**src/rtl/mem_arbiter.sv**
```systemverilog
// mem_arbiter: shares one memory request/response port between the IFU
// (read-only) and the LSU (read/write). One transaction is in flight at a time;
// contention is resolved round-robin.
//
// Ports:
//   clock, reset                      clock, async active-high reset
//   ifu_req_*/ifu_addr_i              IFU read request (valid/ready)
//   ifu_resp_*/ifu_rdata_o            IFU read response (valid/ready)
//   lsu_req_*/lsu_addr/wen/wdata/wmask LSU request (valid/ready)
//   lsu_resp_*/lsu_rdata_o            LSU response, read data or write ack
//   mem_req_*/mem_addr/wen/wdata/wmask memory request (valid/ready)
//   mem_resp_*/mem_rdata_i            memory response (valid/ready)
//
// state    | meaning
// ---------+------------------------------------------------------
// IDLE     | no owner; choose a requester, all handshakes low
// IFU_REQ  | IFU request routed to memory, waiting for mem_req_ready_i
// IFU_RESP | memory response routed to IFU, waiting for the handshake
// LSU_REQ  | LSU request routed to memory, waiting for mem_req_ready_i
// LSU_RESP | memory response routed to LSU, waiting for the handshake
module mem_arbiter #(
    parameter int ADDR_W = 32,
    parameter int DATA_W = 32
) (
    input  logic                clock,
    input  logic                reset,
    input  logic                ifu_req_valid_i,
    output logic                ifu_req_ready_o,
    input  logic [ADDR_W-1:0]   ifu_addr_i,
    output logic                ifu_resp_valid_o,
    input  logic                ifu_resp_ready_i,
    output logic [DATA_W-1:0]   ifu_rdata_o,
    input  logic                lsu_req_valid_i,
    output logic                lsu_req_ready_o,
    input  logic [ADDR_W-1:0]   lsu_addr_i,
    input  logic                lsu_wen_i,
    input  logic [DATA_W-1:0]   lsu_wdata_i,
    input  logic [DATA_W/8-1:0] lsu_wmask_i,
    output logic                lsu_resp_valid_o,
    input  logic                lsu_resp_ready_i,
    output logic [DATA_W-1:0]   lsu_rdata_o,
    output logic                mem_req_valid_o,
    input  logic                mem_req_ready_i,
    output logic [ADDR_W-1:0]   mem_addr_o,
    output logic                mem_wen_o,
    output logic [DATA_W-1:0]   mem_wdata_o,
    output logic [DATA_W/8-1:0] mem_wmask_o,
    input  logic                mem_resp_valid_i,
    output logic                mem_resp_ready_o,
    input  logic [DATA_W-1:0]   mem_rdata_i
);

    typedef enum logic [2:0] {
        IDLE,
        IFU_REQ,
        IFU_RESP,
        LSU_REQ,
        LSU_RESP
    } state_t;

    state_t state, state_nxt;
    // 1 when the LSU held the most recent grant; resets to 1 so the IFU wins
    // the first tie.
    logic   last_lsu, last_lsu_nxt;

    always_ff @(posedge clock or posedge reset) begin
        if (reset) begin
            state    <= IDLE;
            last_lsu <= 1'b1;
        end else begin
            state    <= state_nxt;
            last_lsu <= last_lsu_nxt;
        end
    end

    // Every output is a function of the state, so an async reset into IDLE
    // drops all of them in the same cycle.
    always_comb begin
        state_nxt        = state;
        last_lsu_nxt     = last_lsu;
        ifu_req_ready_o  = 1'b0;
        ifu_resp_valid_o = 1'b0;
        ifu_rdata_o      = '0;
        lsu_req_ready_o  = 1'b0;
        lsu_resp_valid_o = 1'b0;
        lsu_rdata_o      = '0;
        mem_req_valid_o  = 1'b0;
        mem_addr_o       = '0;
        mem_wen_o        = 1'b0;
        mem_wdata_o      = '0;
        mem_wmask_o      = '0;
        mem_resp_ready_o = 1'b0;

        case (state)
            IDLE: begin
                // IFU wins when it is alone or when the LSU had the last grant.
                if (ifu_req_valid_i && (!lsu_req_valid_i || last_lsu)) begin
                    state_nxt    = IFU_REQ;
                    last_lsu_nxt = 1'b0;
                end else if (lsu_req_valid_i) begin
                    state_nxt    = LSU_REQ;
                    last_lsu_nxt = 1'b1;
                end
            end
            IFU_REQ: begin
                mem_req_valid_o = 1'b1;
                mem_addr_o      = ifu_addr_i;
                ifu_req_ready_o = mem_req_ready_i;
                if (mem_req_ready_i) state_nxt = IFU_RESP;
            end
            IFU_RESP: begin
                mem_resp_ready_o = ifu_resp_ready_i;
                ifu_resp_valid_o = mem_resp_valid_i;
                ifu_rdata_o      = mem_rdata_i;
                if (mem_resp_valid_i && ifu_resp_ready_i) state_nxt = IDLE;
            end
            LSU_REQ: begin
                mem_req_valid_o = 1'b1;
                mem_addr_o      = lsu_addr_i;
                mem_wen_o       = lsu_wen_i;
                mem_wdata_o     = lsu_wdata_i;
                mem_wmask_o     = lsu_wmask_i;
                lsu_req_ready_o = mem_req_ready_i;
                if (mem_req_ready_i) state_nxt = LSU_RESP;
            end
            LSU_RESP: begin
                mem_resp_ready_o = lsu_resp_ready_i;
                lsu_resp_valid_o = mem_resp_valid_i;
                lsu_rdata_o      = mem_rdata_i;
                if (mem_resp_valid_i && lsu_resp_ready_i) state_nxt = IDLE;
            end
            default: state_nxt = IDLE;
        endcase
    end

endmodule

```
**config.mk**
```make
export PLATFORM = sky130hd
export DESIGN_NAME = mem_arbiter
export DESIGN_NICKNAME = d
export VERILOG_FILES = /design/src/rtl/mem_arbiter.sv
export SDC_FILE = /design/constraint.sdc
export NUM_CORES = 1
export LEC_CHECK = 0
export CORE_AREA = 10 10 99 101
export CTS_CLUSTER_DIAMETER = 100
export DETAILED_ROUTE_END_ITERATION = 10
export DIE_AREA = 0 0 109 111
export PLACE_DENSITY = 0.79
export SYNTH_ARGS = -nofsm -noshare
export SYNTH_HDL_FRONTEND = slang
export SYNTH_SLANG_ARGS = --single-unit
```
**constraint.sdc**
```tcl
create_clock -name clock -period 2.3 [get_ports clock]
set_clock_uncertainty 0.15 [all_clocks]
set_input_delay 0.69 -clock clock [delete_from_list [all_inputs] [get_ports clock]]
set_output_delay 0.69 -clock clock [all_outputs]
set_load 0.05 [all_outputs]
```
==> results of run 1 <==
## worst paths after layout
kind	slack, ns	cells past startpoint	to
worst max register to register	0.61	5	state[2]
worst min register to register	0.38	2	last_lsu
worst min-delay path	0.38	2	last_lsu
worst max-delay path	-0.04	5	mem_resp_ready_o
max in group asynchronous	1.26	2	last_lsu
min in group asynchronous	0.51	2	state[2]
## report_power, final
| group | total, mW | internal [mW] | switching, mW |
|---|---|---|---|
| Combinational | 7.31 | 3.52 | 3.79 |
| Sequential | 0.173 | 0.115 | 0.0578 |
| Clock | 0.157 | 0.119 | 0.0380 |
## metrics by stage
| step | instances | worst slack (ns) | total power, mW |
|---|---|---|---|
| global placement | 591 | -0.295 | 6.62 |
| finish | 605 | -0.0448 | 7.64 |
| global route | 605 | -0.0845 | 7.87 |
| CTS | 600 | -0.0599 | 7.38 |
| detailed placement | 591 | -0.285 | 6.74 |
| floorplan | 215 | -0.0743 | 3.34 |
## worst max-delay path: cells and delay by family, from the launching register on
family                 cells  cell delay (ns)
buffers and inverters      3             0.44
AO/OA/AOI/OAI              1             0.22
flip-flops                 1             0.45
AND/OR/NAND/NOR            1             0.17
## registers in the layout, indices dropped and copies added, names as in the netlist
register / cells
last_lsu: 1
state: 3
## area by class of cell
| class | count | area [sq um] |
|---|---|---|
| well taps | 105 | 131 |
| inverters | 3 | 11.3 |
| multi-input cells | 190 | 1620 |
| fillers | 491 | 1680 |
| diodes | 2 | 5.00 |
| clock buffers | 4 | 45.0 |
| repair buffers | 297 | 4380 |
| flip-flops and latches | 4 | 105 |
## routing by layer
| layer | global-route usage (%) | vias up | share of wire [%] |
|---|---|---|---|
| li1 | - | 1251 | - |
| met1 | 18.3 | 1240 | 30 |
| met2 | 40.8 | 184 | 55 |
| met3 | 10.9 | 12 | 13 |
| met4 | 4.93 | 0 | 1.3 |
| met5 | 0 | - | 0 |
## placed cells by master, fill, tap and decap left out, types with 4 or more instances in the layout
master	netlist	routed
and2_4	0	104
a21oi_1	4	4
clkdlybuf4s50_1	0	52
mux2i_1	32	30
nor2_2	0	32
dlygate4sd2_1	0	84
buf_12	0	144
nand2_1	4	4
buf_4	4	6
## cell families (layout without fill, tap and decap cells)
kind of cell	Yosys count	in the layout	share of synthesized area [%]
buf+inv	21	304	7.59
simple gates	150	150	59.7
compound gates	8	8	3.71
flops	4	4	6.98
mux	32	32	22.1
other cells	0	2	0
## repair_timing
action                                  CTS  global route
hold buffers                              0             0
pin swaps                                32            58
cloned                                    2             4
buffers inserted                          3             1
endpoints found under the setup margin  138           139
resized for setup                       186            50
==> flow_metrics.tcl, run 1 <==
set metrics [dict create \
    via_per_inst 4.44 \
    grt_setup_unrepaired "true" \
    fin_area_sq_um 6290 \
    syn_nets 356 \
    die_width_um 109 \
    wl_per_cell_um 24.1 \
    synth_most_common_cell "and2_1" \
    drc 0 \
    critPathLaunchType "register" \
    power_density_nw_per_um2 1210 \
    cp_max_fo 8 \
    path_cells "nor3b_4 > buf_6 > clkbuf_16 > a22o_4 > buf_12" \
    initial_core_util_pct 18.2 \
    r2r_start "state[1]" \
    leakage_nw 2.84 \
    crit_path_start "state[1]" \
    grt_use_total_pct 21.1 \
    core_region_area_sq_um 7970 \
    hold_viol_final 0 \
    gr-total-overflow 0 \
    status "finished, violations left" \
    relSlewSlack_pct 79.7 \
    yosys_register_bits 4 \
    crit_path_end_kind "output port" \
    drt_pre_antenna_iters 4 \
    worstPathRequired_ns 1.46 \
    synth_area_sq_um 1450 \
    h-tree-depth 1 \
    arrival_ns 1.50 \
    clk_latency_ns 0.22 \
    drive_above_1_share_pct 62.0 \
    cts_sinks 4 \
    cts_tree "yes" \
    ios 280 \
    io_buffers 279 \
    antenna_left 0 \
    fin_ws_ns -0.0448 \
    numCtsBuffers 3 \
    maxCapViolCount 0 \
    violations "setup timing" \
    fin_util_pct 78.9 \
    final-setup-viol-count 90 \
    fin_tns_setup_ns -1.45 \
    antenna_found_initial 2 \
    die_y_um 111 \
    synth_warnings 0 \
    cts.reportedPaths.clkPinSlew_ns 0.03 \
    synth_edf_count 0 \
    clockBufferDepth 2 \
    synth_ff_type "dfrtp_1" \
    slew_violations 0 \
    via_count 2687 \
    drt_iter0_drc 61 \
    first_global_vias 2998 \
    path_class "reg2out" \
    min_path_type "reg2reg" \
    max_freq_mhz 426 \
    yosysSeqAreaShare_pct 6.98 \
    syn_inst 215 \
    routabilityCongestion 0.815 \
    async_reset_ff_share_pct 100 \
    synth_largest_area_cell "and2_1" \
    grt_pass1_wl_um 19700 \
    place_area_sq_um 5830 \
    grt_start_max_net_pins 39 \
    detailed_place_hpwl_um 11400 \
    fin_crit_ns 2.34 \
    ys_types 23 \
    holdWs_ns 0.376 \
    synth_common_cells "and2_1 (104), nor2_1 (34), mux2i_1 (32)" \
    ir_drop_uv 750 \
    nNetsFinal 640 \
    cp_slowest_stage_delay_ns 0.45 \
    post-route-period-util_pct 102 \
    worst_pin_slew_ns 0.301 \
    synth_top_area_share_pct 44.8 \
    hp-start "last_lsu" \
    routed_wl_um 14600 \
    synthTopCellsByArea "and2_1 (45%), mux2i_1 (22%), nor2_1 (8.8%)" \
    die_area_sq_um 12100 \
    clock-root-buffer "clkbuf_8" \
    slowest_stage "dfrtp_2" \
    syn_to_final_growth_pct 333 \
    syn_area_per_cell_sq_um 6.75 \
    placementRows 33 \
]
(Power assumes the default switching activity.)
==> inputs of run 2 (changes only) <==
--- a/config.mk
+++ b/config.mk
@@ -5,6 +5,7 @@
 export SDC_FILE = /design/constraint.sdc
 export NUM_CORES = 1
 export LEC_CHECK = 0
+export CAP_MARGIN = 10
 export CORE_AREA = 10 10 99 101
 export CTS_CLUSTER_DIAMETER = 100
 export DETAILED_ROUTE_END_ITERATION = 10
==> results of run 2 <==
The final DEF is identical to that of run 1; final timing and power are the same.
==> patch 1, RTL diff (config.mk and constraints of run 1) <==
Make the reset (`reset`) synchronous in one clocked block. Comments in the files are not updated.
--- a/src/rtl/mem_arbiter.sv
+++ b/src/rtl/mem_arbiter.sv
@@ -64,5 +64,5 @@
     logic   last_lsu, last_lsu_nxt;
 
-    always_ff @(posedge clock or posedge reset) begin
+    always_ff @(posedge clock) begin
         if (reset) begin
             state    <= IDLE;
Function: differs if reset is asserted again (counterexample within 4 cycles, from zero or initial values and one cycle with reset high); with reset held inactive, the same outputs for 10 cycles.
==> patch 1 against run 1 <==
- the run still ends with negative setup slack left
- worst setup slack worse by 0.022 ns
- routed wire length fell by 5.8%
- sequential share of layout area down 0.22 points
- cell area down 5.7%
- sequential cell count stayed put
- critical path depth grew 1
- synthesized area rose by 0.34%
- largest cell class unchanged
- highest routed layer unchanged
Power is not compared: it rests on default switching activity, and its combinational part moved more than twofold at a synthesized area within 25%.
==> patch 1: results (changes against run 1) <==
Crit path largest cell delay - 0.33 ns (-0.12 ns)
Violated checks - negative setup slack
ANT cells - 0 (-2)
CP max FO - 5 (-3)
Cell variety after synth - 27 (+17%)
Synthesized Nets - 363 (+2.0%)
Vias in the first global route - 2963 (-1.2%)
Layout cell share with drive strength beyond 1 - 51.5% (-11 points)
Fin nets - 654 (+2.2%)
DRT iter0 DRCs - 110 (+80%)
Setup slack after layout - -0.0671 ns (-0.0223 ns)
Initial antenna violation count - 0 (-2)
Pin count of the biggest net entering global routing - 64 (+64%)
First-pass GRT wire length - 18.7 mm (-5.1%)
Slowest cell on crit path - dfxtp_2
Tightest Pin Transition - 0.386 ns (+0.0854 ns)
Total track usage - 19.9% (-1.2 points)
Vias - 2774 (+3.2%)
Main flop type after synthesis - dfxtp_1
Most area-consuming cells after synthesis - and2_1, mux2i_1, and3_1
Status - finished with violations
CP arrival - 1.53 ns (+0.03 ns)
Post-synth ARST share - 0% (-100 points)
Post-place setup slack - -0.191 ns (+0.0941 ns)
Final setup viols - 63 (-30%)
## patch 1: timing repair
action | 4_1_cts | 5_1_grt
setup buffers | 0 | 6
resized for setup | 204 | 33
cloned | 0 | 8
setup endpoints to repair | 137 | 131
pin swaps | 33 | 18
## patch 1: worst paths after layout
| path | from | endpoint | slack (ns) | cells after the start |
|---|---|---|---|---|
| setup reg to reg | state[2]$_SDFFE_PP0P_ | state[1]$_SDFFE_PP0P_ | 0.50 | 8 |
| hold / removal | last_lsu$_SDFFE_PP1P_ | last_lsu$_SDFFE_PP1P_ | 0.34 | 1 |
| setup / recovery | state[2]$_SDFFE_PP0P_ | mem_resp_ready_o | -0.07 | 6 |
| hold reg to reg | last_lsu$_SDFFE_PP1P_ | last_lsu$_SDFFE_PP1P_ | 0.34 | 1 |
## patch 1: kinds of logic (layout without fill, tap and decap cells)
group           Yosys count  in the layout  synth area share, %
mux                      33             33                 22.7
compound gates            7              7                 3.44
buf+inv                  25            314                 8.42
simple gates            153            153                 60.0
flops                     4              4                 5.50
## patch 1: power by group through the flow
| stage | Combinational [mW] | Sequential, mW | Clock [mW] |
|---|---|---|---|
| 2_1_floorplan | 1.34 | 0.0965 | 0 |
| 3_3_place_gp | 2.63 | 0.102 | 0 |
| 3_5_place_dp | 2.67 | 0.102 | 0 |
| 4_1_cts | 2.75 | 0.107 | 0.151 |
| 5_1_grt | 3.06 | 0.114 | 0.162 |
| 6_report | 2.94 | 0.111 | 0.151 |
## patch 1: per-stage QoR
stage / utilization (%) / TNS [ns] / cells / cell area [um2]
CTS: 70.6 / -0.655 / 602 / 5620
floorplan: - / -1.57 / 222 / 1470
global placement: 67.3 / -5.05 / 599 / 5370
finish: 74.5 / -2.37 / 616 / 5930
detailed placement: 67.3 / -6.75 / 599 / 5370
global route: 74.5 / -5.17 / 616 / 5930
## patch 1: worst register-to-register path, cell delays in order (launching register included)
cell and delay (ns):
dfxtp_2 0.33, buf_6 0.12, nor3b_4 0.23, buf_6 0.18
buf_6 0.13, buf_4 0.11, nand2_1 0.08, o211ai_1 0.12
mux2i_1 0.25
## patch 1: layer usage
layer  vias to the layer above  track usage [%]  share of wire, %
li1                       1319                -                 -
met1                      1281             19.1                33
met2                       150             37.5                55
met3                        24             7.73               9.6
met4                         0             5.54               2.8
met5                         -                0                 0
## patch 1: final cells by class
| class | count | area (um2) | share of cell area (%) |
|---|---|---|---|
| Timing Repair Buffer | 308 | 4170 | 70.3 |
| Multi-Input combinational cell | 193 | 1490 | 25.2 |
| Tap cell | 105 | 131 | 2.21 |
| Sequential cell | 4 | 86.3 | 1.46 |
| Clock buffer | 3 | 41.3 | 0.696 |
| Inverter | 3 | 11.3 | 0.190 |
==> patch 2, RTL diff (flow settings as in run 1) <==
Made on the original files. Change the parameter `DATA_W` from 32 to 64.
--- a/src/rtl/mem_arbiter.sv
+++ b/src/rtl/mem_arbiter.sv
@@ -21,5 +21,5 @@
 module mem_arbiter #(
     parameter int ADDR_W = 32,
-    parameter int DATA_W = 32
+    parameter int DATA_W = 64
 ) (
     input  logic                clock,
Ports: changed (7 resized); port bits go from 280 to 448. The function was not compared with the original's and may differ.
==> patch 2 against run 1 <==
- the run now fails in 3_2_place_iop
- synthesized area rose by 51%
==> patch 2: results (changes against run 1) <==
Status - did not finish
Failed at - 3_2_place_iop
Error - [ERROR PPL-0024] Number of IO pins (448) exceeds maximum number of available positions (390). Increase the die perimeter from 440.00um to 609.28um.
YS warnings - 0 (unchanged)
Mux contribution to synthesized area - 14.6% (-7.5 points)
Number of synthesized register bits - 4 (unchanged)
Post-synth top cells - and2_1, nor2_1, mux2i_1, buf_6
Synth Instances - 327 (+52%)
Sequential area share after synthesis - 4.62% (-2.4 points)
Post-Synth Adder-Cell Area - 0% (unchanged)
Cell variety after synth - 25 (+8.7%)
Post-synth ARST share - 100% (unchanged)
Synthesized Nets - 536 (+51%)
Main flop type after synthesis - dfrtp_1
Post-Synth XOR/XNOR Area - 0% (unchanged)
Most area-consuming cells after synthesis - and2_1, mux2i_1, nor2_1
Synth Area in Compound Gates - 2.45% (-1.3 points)
patch 2: cell types whose count changed after synthesis:
cell / before / now
buf_4: 4 / 5
clkbuf_2: 0 / 6
buf_2: 13 / 3
buf_6: 0 / 10
and2_1: 104 / 204
clkbuf_1: 1 / 6
patch 2: logic make-up after synthesis:
group | Yosys count
mux | 32
compound gates | 8
flops | 4
simple gates | 250
buf+inv | 33
